[src/rtl/shift_add_multiplier.sv]
// Sequential unsigned shift-and-add multiplier with start/ready/done handshake.
// One partial product per clock; fixed latency of WIDTH cycles from accept to done.
module shift_add_multiplier #(
  parameter int WIDTH = 8
) (
  input  logic                 clk,
  input  logic                 rst,
  input  logic                 start,
  input  logic [WIDTH-1:0]     a,
  input  logic [WIDTH-1:0]     b,
  output logic                 ready,
  output logic                 busy,
  output logic                 done,
  output logic [2*WIDTH-1:0]   product
);

  localparam int CW = $clog2(WIDTH) + 1;
  localparam logic [CW-1:0] LAST_COUNT = CW'(WIDTH - 1);

  typedef enum logic [1:0] {
    IDLE = 2'd0,
    RUN  = 2'd1,
    DONE = 2'd2
  } state_t;

  state_t               state_reg, state_next;
  logic [2*WIDTH-1:0]   mcand_reg;
  logic [WIDTH-1:0]     mplier_reg;
  logic [2*WIDTH-1:0]   acc_reg;
  logic [CW-1:0]        count_reg;
  logic [2*WIDTH-1:0]   product_reg;

  logic [2*WIDTH-1:0]   addend;
  logic [2*WIDTH-1:0]   acc_sum;
  logic                 last_iter;

  // Gate the shifted multiplicand by the current multiplier LSB.
  genvar gi;
  generate
    for (gi = 0; gi < 2*WIDTH; gi++) begin : g_addend
      assign addend[gi] = mcand_reg[gi] & mplier_reg[0];
    end
  endgenerate

  assign acc_sum   = acc_reg + addend;
  assign last_iter = (count_reg == LAST_COUNT);

  always_ff @(posedge clk or posedge rst) begin
    if (rst) begin
      state_reg <= IDLE;
    end else begin
      state_reg <= state_next;
    end
  end

  always_comb begin
    state_next = state_reg;
    case (state_reg)
      IDLE:    if (start) state_next = RUN;
      RUN:     if (last_iter) state_next = DONE;
      DONE:    state_next = IDLE;
      default: state_next = IDLE;
    endcase
  end

  always_ff @(posedge clk or posedge rst) begin
    if (rst) begin
      mcand_reg   <= '0;
      mplier_reg  <= '0;
      acc_reg     <= '0;
      count_reg   <= '0;
      product_reg <= '0;
    end else begin
      case (state_reg)
        IDLE: begin
          if (start) begin
            mcand_reg  <= {{WIDTH{1'b0}}, a};
            mplier_reg <= b;
            acc_reg    <= '0;
            count_reg  <= '0;
          end
        end
        RUN: begin
          acc_reg    <= acc_sum;
          mcand_reg  <= mcand_reg << 1;
          mplier_reg <= mplier_reg >> 1;
          count_reg  <= count_reg + 1'b1;
          // Capture includes this edge's add so the final bit is not lost.
          if (last_iter) product_reg <= acc_sum;
        end
        default: begin
        end
      endcase
    end
  end

  assign ready   = (state_reg == IDLE);
  assign busy    = (state_reg == RUN);
  assign done    = (state_reg == DONE);
  assign product = product_reg;

endmodule

[config.mk]
export PLATFORM = sky130hd
export DESIGN_NAME = shift_add_multiplier
export DESIGN_NICKNAME = d
export VERILOG_FILES = /design/src/rtl/shift_add_multiplier.sv
export SDC_FILE = /design/constraint.sdc
export NUM_CORES = 1
export LEC_CHECK = 0
export ABC_AREA = 1
export CELL_PAD_IN_SITES_DETAIL_PLACEMENT = 1
export CELL_PAD_IN_SITES_GLOBAL_PLACEMENT = 1
export CORE_MARGIN = 8
export CORE_UTILIZATION = 46
export CTS_BUF_LIST = sky130_fd_sc_hd__clkbuf_8
export DETAILED_ROUTE_END_ITERATION = 8
export GPL_ROUTABILITY_DRIVEN = 0
export PLACE_DENSITY = 0.95
export SLEW_MARGIN = 20
export SYNTH_ARGS = -nofsm -noshare
export SYNTH_HDL_FRONTEND = slang
export SYNTH_SLANG_ARGS = --single-unit
export TNS_END_PERCENT = 30
[constraint.sdc]
create_clock -name clk -period 6.6 [get_ports clk]
set_input_delay 0.99 -clock clk [delete_from_list [all_inputs] [get_ports clk]]
set_output_delay 0.99 -clock clk [all_outputs]
set_load 0.005 [all_outputs]
# Yosys cells after proc, flatten, opt, wreduce, memory -nomap -nowiden
# Cells that the tools add are included.
[word_totals]
out_inout_bits = 19
word_cells = 45
reg_bits = 62
[op_classes]
eq_ne = 5
bitwise_logic = 16
n_reduce_logical = 5
n_addsub = 2
n_mux = 11
[op_table]
columns = ["cell", "n"]
rows = [
  ["$pmux W16 S2", 2],
  ["$mux W16", 2],
  ["$add A16 B16 Y16", 1],
  ["$and A1 B1 Y1", 16],
  ["$pmux W8 S2", 1],
  ["$mux W8", 1],
  ["$pmux W4 S2", 1],
  ["$reduce_and A2 Y1", 3],
  ["$add A4 B1 Y4 const B", 1],
  ["$eq A4 B3 Y1 const B", 1],
  ["$mux W2", 2],
  ["$mux W4", 1],
  ["$pmux W2 S2", 1],
  ["$eq A2 B1 Y1 const B", 1],
  ["$eq A2 B2 Y1 const B", 1],
  ["$logic_not A2 Y1", 1],
  ["$ne A2 B1 Y1 const B", 1],
  ["$ne A2 B2 Y1 const B", 1],
  ["$reduce_bool A2 Y1", 1],
]

# Longest topological paths before layout
# Gate-level depths: netlist (run 1).
[depth]
depth_word = 3
ltp_mapped = 16
depth_no_buf = 14

# Worst setup path before layout (run 1)
# OpenSTA, ideal clock, no wires.
[synth_timing]
kind = "register to register"
startpoint = "reg mplier_reg[0]"
endpoint = "reg acc_reg[8]"
n_path_buf = 2
synth_period_minus_slack_ns = 2.066
required_ns = 6.484
path_stages_with_launch = 15
arrival_ns = 1.950
setup_ns = 0.116
setup_slack_ns = 4.534
path_cell_list = "dfrtp_1 > buf_2 > clkbuf_1 > nand2_1 > inv_1 > ha_1 > fa_1 > nand2_1 > nand2_1 > and2_4 > nand2_1 > nand2_1 > xor2_1 > nand2_1 > nand2_1"
[synth_between]
elab_chain_len = 3
elab_cells_between_ends = 11
cone_classes = "add/sub (1); mux (1); bitwise (9)"
[synth_rtl]
columns = ["item", "line", "source"]
rows = [
  ["start, declared", "28", "logic [WIDTH-1:0] mplier_reg;"],
  ["start signal, assigned", "86", "mplier_reg <= mplier_reg >> 1;"],
  ["$and A1 B1 Y1", "41", "assign addend[gi] = mcand_reg[gi] & mplier_reg[0];"],
  ["$add A16 B16 Y16 *", "45", "assign acc_sum = acc_reg + addend;"],
  ["$pmux W16 S2 *", "74", "case (state_reg)"],
  ["end signal, assigned", "84", "acc_reg <= acc_sum;"],
  ["end, declared", "29", "logic [2*WIDTH-1:0] acc_reg;"],
]
# Every way passes the cells marked *; elsewhere a longest branch is shown, timed or not.
# A chain may end at the register's enable or synchronous reset.

# Final worst setup path (run 1)
[layout_timing]
startpoint = "reg state_reg[1]"
endpoint = "out busy"
[layout_between]
elab_chain_len = 1
[layout_rtl]
columns = ["item", "line", "source"]
rows = [
  ["start, declared", "26", "state_t state_reg, state_next;"],
  ["start signal, assigned", "52", "state_reg <= state_next;"],
  ["$eq A2 B1 Y1", "98", "assign busy = (state_reg == RUN);"],
  ["end, declared", "12", "output logic busy,"],
]
# No other way between the ends.

==> reports/metrics.csv, run 1 <==
metric,value,unit
outcome,completed,
# nets final,532,
Setup TNS Final,0,ps
Clock Sinks,62,
Comb pwr share,39.5,%
grt ovf,0,
drt initial violations,118,
dpl cell area,3920,um^2
FF/Latch Area,1550,um^2
number of global-route vias before repair,3609,
layout cells sized above 1,7.19,%
TritonCTS clock tree,done,
ys flop type,dfrtp_1,
cell-internal power,1.08,mW
routed via count,3203,
"top cells by area, synth","dfrtp_1 44%, nand2_1 19%, inv_1 7.3%",
vias per inst,5.34,
"EDFF count, synth",0,
wire per inst,17.2,um
fmax,324,MHz
Detailed Place HPWL,7.15,mm
Clk pwr share,24.5,%
Max VDD drop,0.224,mV
Netlist cell types,36,
switch share,39.3,%
multi-input logic area,1580,um^2
FILL cells,931,
H-tree lvl count,3,
Root Buffer Master,clkbuf_8,
part of the power in registers,36.0,%
CTS Hold Buffers Added,0,
DR pass1 iterations,4,
hold path depth,2,
max_cap viols,0,
dominant cell type by area after synthesis,dfrtp_1,
first-pass GRT wire length,17.4,mm
LEAKAGE,2.26,nW
PortBufs,37,
cell with the most instances after synthesis,nand2_1,
crit path kind,reg2out,
initial core utilization,47.9,%
TritonCTS buffer count,9,
Min-Delay Startpoint,product[10],
worst reg2reg path startpoint,mplier_reg[0],
num rows,31,
RSZ-0062 raised after global routing,no,
RR Endpoint,acc_reg[14],
Worst-Margin Slew,781,ps
Final Skew,11.8,ps
Synth top cells by count,"179 x nand2_1, 68 x inv_1, 62 x dfrtp_1",
DRC violations left,0,
crit path capture type,output port,
final hold vios,0,
final instance area,4170,um^2
Die ar.,10600,um^2
Die Span X,103,um
Die H,103,um
worst endpoint data arrival time,2100,ps
worst-path fanout max,26,
Rel. slew slack,47.9,%
"antenna viol nets, final",0,
Worst Setup Start Kind,flip-flop,
Area growth syn-to-layout,19.3,%
share of Yosys cell area claimed by the top area cell type,44.4,%
initial antenna violation count,0,
total core area,7290,um^2
fin crit share,46.8,%
syn_area_per_cell,7.59,um^2
diode count,0,
CP required,5610,ps
worst-case reg-to-reg path depth,14,
CTS resizes,0,
type of the most critical hold path,reg2reg,
post-CTS setup buffers,0,
Async SR Flop Fraction,100,%
fin crit period,3090,ps
drt total wl,10.3,mm
Synth Net Count,496,
largest net degree at the start of global routing,63,
#FFs+latches synth,62,
Ports,38,
clock insertion delay at the later pin of the skew report,360,ps
synth warn,0,
Worst R2R Setup Slack,4210,ps
Min-Delay Endpoint,product[10],
Setup Viol. Count Final,0,
fin. max-slew vios,0,
Synth Cell Area,3490,um^2
worst-case clock buffer depth,2,
gr usage total,21.7,%
PD cells,425,nW/um^2
register area share after synthesis,44.4,%
Sw Pwr,0.697,mW
Synth Instances,460,
Worst-path clk slew,80,ps
routing by layer:
metal | vias to the layer above | share of wire, % | track usage [%]
li1 | 1504 | - | -
met1 | 1596 | 41 | 23.0
met2 | 72 | 52 | 39.1
met3 | 31 | 3.3 | 3.78
met4 | 0 | 3.3 | 13.1
met5 | - | 0 | 0
worst max path at each step:
stage                  to  cells past startpoint  slack (ps)         start
2_1_floorplan  acc_reg[0]                      1        4070           rst
3_3_place_gp         busy                      4        3940  state_reg[1]
3_5_place_dp         busy                      4        3880  state_reg[1]
4_1_cts              busy                      4        3500  state_reg[1]
5_1_grt              busy                      4        3420  state_reg[1]
6_report             busy                      4        3510  state_reg[1]
through the flow:
step | power [mW] | hold WS, ps | util (%) | instances | setup WS (ps)
floorplan | 1.07 | 453 | - | 460 | 4070
global placement | 1.27 | 462 | 53.7 | 584 | 3940
detailed placement | 1.33 | 464 | 53.7 | 584 | 3880
CTS | 1.79 | 485 | 57.2 | 600 | 3500
global route | 1.90 | 518 | 57.2 | 600 | 3420
finish | 1.77 | 485 | 57.2 | 600 | 3510
critical path: stages (launching register included):
cell	delay, ps
dfrtp_1	390
inv_2	100
nand2_4	190
inv_2	450
clkdlybuf4s50_1	600
cells by family (layout without fill, tap and decap cells):
family                   count (synthesis)  count (layout)  share of synthesized area (%)
flip-flops                              62              62                           44.4
XOR/XNOR                                 6               6                           1.50
adder cells (fa/ha/maj)                 17              17                           6.30
AO/OA/AOI/OAI                           45              45                           8.17
buffers and inverters                   88             129                           10.4
AND/OR/NAND/NOR                        242             242                           29.2
power by group through the flow:
stage               Combinational [mW]  Sequential [mW]  Clock (mW)
floorplan                        0.461            0.609           0
global placement                 0.641            0.627           0
detailed placement               0.691            0.642           0
CTS                              0.710            0.638       0.439
global route                     0.787            0.658       0.454
finish                           0.700            0.638       0.434
area by class of cell:
cell class	count	area share, %
timing repair buffer	38	9.07
multi-input combinational	310	37.9
sequential	62	37.2
tap	99	2.97
clock inverter	6	2.76
inverter	75	6.81
clock buffer	10	3.30
cells in the final DEF (no fill, tap or decap), types with 6 or more instances in the layout:
master	synthesis	routed
o21ai_1	6	6
nor2_1	14	14
dfrtp_1	62	62
o21ai_0	8	8
clkbuf_8	0	10
o211ai_1	6	6
clkdlybuf4s50_1	0	37
ha_1	16	16
a21oi_1	7	7
nand2_1	179	179
o22ai_1	7	7
inv_2	6	7
nand3_1	29	29
inv_1	68	67
Power figures use the tool's default switching activity.
==> run 2: changes to the inputs <==
--- a/config.mk
+++ b/config.mk
@@ -9,11 +9,11 @@
 export CELL_PAD_IN_SITES_DETAIL_PLACEMENT = 1
 export CELL_PAD_IN_SITES_GLOBAL_PLACEMENT = 1
 export CORE_MARGIN = 8
-export CORE_UTILIZATION = 46
+export CORE_UTILIZATION = 39
 export CTS_BUF_LIST = sky130_fd_sc_hd__clkbuf_8
 export DETAILED_ROUTE_END_ITERATION = 8
 export GPL_ROUTABILITY_DRIVEN = 0
-export PLACE_DENSITY = 0.95
+export PLACE_DENSITY = 0.88
 export SLEW_MARGIN = 20
 export SYNTH_ARGS = -nofsm -noshare
 export SYNTH_HDL_FRONTEND = slang
==> constraint.sdc (replaced) <==
create_clock -name clk -period 2.6 [get_ports clk]
set_input_delay 0.39 -clock clk [delete_from_list [all_inputs] [get_ports clk]]
set_output_delay 0.39 -clock clk [all_outputs]
set_load 0.005 [all_outputs]
==> run 2 against run 1 <==
  * Total power is 140% higher
  * Sequential power grew to 2.5 times the previous value
  * Worst setup slack worse by 3200 ps
  * Via count is 4.8% lower
  * Largest power group unchanged
  * Clock-buffer cell count stayed put
  * Combinational power grew to 2.5 times the previous value
  * Final cell count is 1.8% higher
  * Critical endpoint is now acc_reg[15]
  * Largest cell class unchanged
==> reports/metrics.csv, run 2 (synthesis results as in run 1) <==
metric,value,unit,change
outcome,completed,,
Root Buffer Master,clkbuf_8,,
max_cap viols,0,,unchanged
CTS resizes,0,,unchanged
H-tree lvl count,3,,unchanged
Die ar.,12200,um^2,+15%
TritonCTS buffer count,9,,unchanged
LEAKAGE,2.25,nW,-0.41%
Setup Viol. Count Final,0,,unchanged
PD cells,1020,nW/um^2,+140%
Ports,38,,unchanged
FILL cells,1086,,+17%
num rows,34,,+9.7%
initial antenna violation count,0,,unchanged
dpl ws,434,ps,-3450 ps
gr usage total,16.7,%,-4.9 points
DR pass1 iterations,6,,+2
number of global-route vias before repair,3413,,-5.4%
total core area,8720,um^2,+20%
wire per inst,15.7,um,-8.6%
drt initial violations,111,,-5.9%
Worst Setup Start Kind,flip-flop,,
type of the most critical hold path,reg2reg,,
drt total wl,9.61,mm,-6.9%
Rel. slew slack,49.2,%,+1.3 points
"leading cell type in the layout, fill and taps excluded",nand2_1,,
clock insertion delay at the later pin of the skew report,350,ps,about the same
fin crit period,2260,ps,
placed instance count,595,,+1.9%
Setup TNS Final,0,ps,unchanged
Worst-Margin Slew,761,ps,-20.7 ps
setup ws final,342,ps,-3170 ps
"commonest cells after routing, fill and taps aside","179 x nand2_1, 68 x inv_1, 62 x dfrtp_1",,
PortBufs,37,,unchanged
"antenna viol nets, final",0,,unchanged
Area growth syn-to-layout,18.9,%,
grt ovf,0,,unchanged
fin. max-slew vios,0,,unchanged
Final Skew,11.4,ps,-0.392 ps
diode count,0,,unchanged
fmax,443,MHz,
# nets final,534,,+0.38%
fin crit share,86.9,%,
TritonCTS clock tree,done,,
crit path kind,reg2reg,,
RSZ-0062 raised after global routing,no,,
crit path capture type,flip-flop,,
Final Power,4.25,mW,+140%
Detailed Place HPWL,7.03,mm,-1.6%
layout cells sized above 1,7.36,%,+0.17 points
routed via count,3048,,-4.8%
Worst-path clk slew,70,ps,about the same
vias per inst,4.99,,-6.6%
Clock Sinks,62,,unchanged
CTS Hold Buffers Added,0,,unchanged
DRC violations left,0,,unchanged
largest net degree at the start of global routing,34,,-46%
worst-path fanout max,17,,-35%
worst endpoint data arrival time,2500,ps,+400 ps
post-CTS setup buffers,0,,unchanged
CP required,2840,ps,-2770 ps
first-pass GRT wire length,16.7,mm,-3.9%
final hold vios,0,,unchanged
initial core utilization,40.1,%,-7.8 points
Max VDD drop,0.530,mV,+140%
worst-case clock buffer depth,2,,unchanged
Die Span X,111,um,+7.3%
"Cell Count, Final, Fillers Out",611,,+1.8%
Die H,111,um,+7.3%
## run 2: report_power, final
| group | switching, mW | total (mW) | leakage, nW | internal [mW] |
|---|---|---|---|---|
| logic | 1.04 | 1.77 | 1.35 | 0.733 |
| clock network | 0.403 | 0.868 | 0.0997 | 0.465 |
| registers | 0.269 | 1.61 | 0.805 | 1.34 |
## run 2: stage by stage
stage / cell area, um^2 / util [%] / hold slack, ps
2_1_floorplan: 3490 / - / 453
3_3_place_gp: 3950 / 45.3 / 463
3_5_place_dp: 3950 / 45.3 / 465
4_1_cts: 4150 / 47.6 / 484
5_1_grt: 4150 / 47.6 / 504
6_report: 4150 / 47.6 / 477
## run 2: worst paths after layout
check | slack, ps | from | cells past startpoint | end
max | 340 | mplier_reg[0] | 11 | acc_reg[15]
min in group asynchronous | 500 | rst | 2 | acc_reg[13]
max reg2reg | 340 | mplier_reg[0] | 11 | acc_reg[15]
max in group asynchronous | 1480 | rst | 3 | mcand_reg[5]
min | 480 | product[9] | 2 | product[9]
min reg2reg | 480 | product[9] | 2 | product[9]
## run 2: worst max-delay path, cell delays in order (launching register included)
cell     delay [ps]
dfrtp_1         660
nand2_1          90
inv_1           110
ha_1            300
nand2_1         120
inv_1            80
a21oi_1         190
nand2_1         180
nand2_1         140
nand3_1         110
nand3_1         110
nand2_1          50
## run 2: layout make-up
type | count | area, um^2 | share of cell area [%]
clock inverter | 6 | 62.6 | 1.51
timing repair buffer | 40 | 405 | 9.76
clock buffer | 10 | 138 | 3.31
inverter | 75 | 284 | 6.84
sequential | 62 | 1550 | 37.3
tap | 108 | 135 | 3.25
multi-input combinational | 310 | 1580 | 38.0
## run 2: layer usage
metal	vias up	global-route usage [%]	share of wire (%)
li1	1511	-	-
met1	1468	20.5	46
met2	52	26.7	48
met3	17	3.41	3.3
met4	0	9.55	2.9
met5	-	0	0
==> RTL change, RTL diff (flow settings as in run 2) <==
Make the reset (`rst`) synchronous in 2 clocked blocks.
--- a/src/rtl/shift_add_multiplier.sv
+++ b/src/rtl/shift_add_multiplier.sv
@@ -45,7 +45,7 @@
   assign acc_sum   = acc_reg + addend;
   assign last_iter = (count_reg == LAST_COUNT);
 
-  always_ff @(posedge clk or posedge rst) begin
+  always_ff @(posedge clk) begin
     if (rst) begin
       state_reg <= IDLE;
     end else begin
@@ -63,7 +63,7 @@
     endcase
   end
 
-  always_ff @(posedge clk or posedge rst) begin
+  always_ff @(posedge clk) begin
     if (rst) begin
       mcand_reg   <= '0;
       mplier_reg  <= '0;
Function: differs if rst is asserted again (counterexample within 4 cycles, from zero or initial values and one cycle with rst high); with rst held inactive, the same outputs for 4 cycles.
==> RTL change against run 2 <==
- worst setup slack got worse by 73 ps
- die area is 3.7% lower
- area after synthesis is 4.3% lower
- sequential cell count is the same
- cell area is 4.0% lower
- non-clock buffer count rose by 1
- wire length rose by 1.8%
- largest cell class unchanged
Power is not compared: it rests on default switching activity, and its combinational part moved more than twofold at a synthesized area within 25%.
==> RTL change: results (changes against run 2) <==
- Async set-reset flop share out of synthesis: 0% (-100 points)
- Post_cts resized: 0 (unchanged)
- Final Skew: 11.8 ps (+0.391 ps)
- Path type of the worst min-delay path: reg2reg
- Most instantiated cells after synthesis: 188 x nand2_1, 81 x inv_1, 62 x dfxtp_1, 38 x nor2_1, 19 x o21ai_0
- Num CTS Buffers: 9 (unchanged)
- Seq/Total Area, Yosys: 37.1% (-7.3 points)
- DR iter-0 viols: 100 (-9.9%)
- Wirelength, routed: 9790 microns (+1.8%)
- Via density: 4.98 (-0.23%)
- Worst path top cell family by delay: simple AND/OR/NAND/NOR gates
- Via count: 3230 (+6.0%)
- Htree depth: 3 (unchanged)
- Router iterations before antenna repair: 4 (-2)
- Wire length of the first global-routing pass: 16600 microns (-0.99%)
- Critical Path AT: 2560 ps (+60 ps)
- Most area-consuming cells after synthesis: dfxtp_1 37%, nand2_1 21%, inv_1 9.1%, ha_1 6.0%, nor2_1 4.3%
- Via count of the first global-routing pass: 3557 (+4.2%)
- Nets: 575 (+7.7%)
- Max FO, Critical Path: 17 (unchanged)
- Root Buffer: clkbuf_8
- Postcts setup bufs: 0 (unchanged)
- Ys flop type: dfxtp_1
- Worst VDD drop: 0.355 mV
- Max clock buf depth: 2 (unchanged)
- Ant diodes: 0 (unchanged)
- Gr usage total: 17.6% (+0.88 points)
- Slowest stage delay, CP: 470 ps (-190 ps)
- I/O Buffers: 37 (unchanged)
- Slowest cell on the critical path: dfxtp_1
- Outcome: complete, no violations
- Slew headroom: 38.3% (-11 points)
- Synth cell types: 31 (-14%)
- DP HPWL: 7050 microns (+0.36%)
- Placed Cells: 633 (+6.4%)
- Share of layout cells above drive strength 1: 4.96% (-2.4 points)
- Clk pin slew, worst setup/hold paths: 70 ps (about the same)
- Largest net degree at the start of global routing: 31 (-8.8%)
- Mapped Nets: 539 (+8.7%)
- Cells after synthesis: 503 (+9.3%)
-- RTL change: changes by cell type after synthesis, moves of 9 or more --
| cell | before | now |
|---|---|---|
| a21oi_1 | 7 | 16 |
| dfrtp_1 | 62 | 0 |
| dfxtp_1 | 0 | 62 |
| inv_1 | 68 | 81 |
| nand2_1 | 179 | 188 |
| nand3_1 | 29 | 16 |
| nor2_1 | 14 | 38 |
| o21ai_0 | 8 | 19 |
-- RTL change: final cells by class --
type | instances | area [sq um]
Sequential cell | 62 | 1240
Clock buffer | 11 | 151
Tap cell | 105 | 131
Inverter | 85 | 319
Fill cell | 1083 | 4270
Timing Repair Buffer | 41 | 400
Multi-Input combinational cell | 340 | 1700
Clock inverter | 5 | 50.0
-- RTL change: worst reg2reg max path, delay by kind of cell, from the launching register on --
| family | cells | cell delay (ps) |
|---|---|---|
| buffers and inverters | 1 | 60 |
| adders and majority gates | 2 | 660 |
| and+or+nand+nor | 11 | 1030 |
| DFF | 1 | 470 |
-- RTL change: power groups by stage --
| stage | combinational (W) | sequential (W) | clock (W) |
|---|---|---|---|
| after detailed placement | 0.000166 | 0.00102 | 0 |
| final | 0.000168 | 0.000995 | 0.000871 |
| after CTS | 0.000170 | 0.000995 | 0.000896 |
| after floorplan | 0.000108 | 0.00101 | 0 |
| after global routing | 0.000188 | 0.000997 | 0.000933 |
| after global placement | 0.000161 | 0.00101 | 0 |
-- RTL change: cell families (layout without fill, tap and decap cells) --
| logic type | after synthesis | after routing | synth area share [%] |
|---|---|---|---|
| DFF | 62 | 62 | 37.1 |
| xor gates and xnor gates | 8 | 8 | 2.10 |
| AOI/OAI and AO/OA | 61 | 61 | 11.6 |
| buffers and inverters | 101 | 142 | 12.1 |
| adders and majority gates | 17 | 17 | 6.59 |
| and+or+nand+nor | 254 | 254 | 30.4 |
-- RTL change: per-stage QoR --
stage | instance area [sq um] | setup WS (ps)
global route | 3990 | 85.4
floorplan | 3340 | 534
global placement | 3790 | 486
finish | 3990 | 269
detailed placement | 3790 | 395
CTS | 3990 | 270
-- RTL change: final timing paths --
path | startpoint | to | slack [ps] | cells after the start
max | mplier_reg[0] | acc_reg[12] | 270 | 14
min | acc_reg[15] | acc_reg[15] | 470 | 2
max reg2reg | mplier_reg[0] | acc_reg[12] | 270 | 14
min reg2reg | acc_reg[15] | acc_reg[15] | 470 | 2
-- RTL change: metal layers --
metal / part of all wire (%) / global-route usage [%]
met4: 1.9 / 6.74
met5: 0 / 0
met2: 52 / 32.6
met1: 43 / 19.1
met3: 3.4 / 3.81
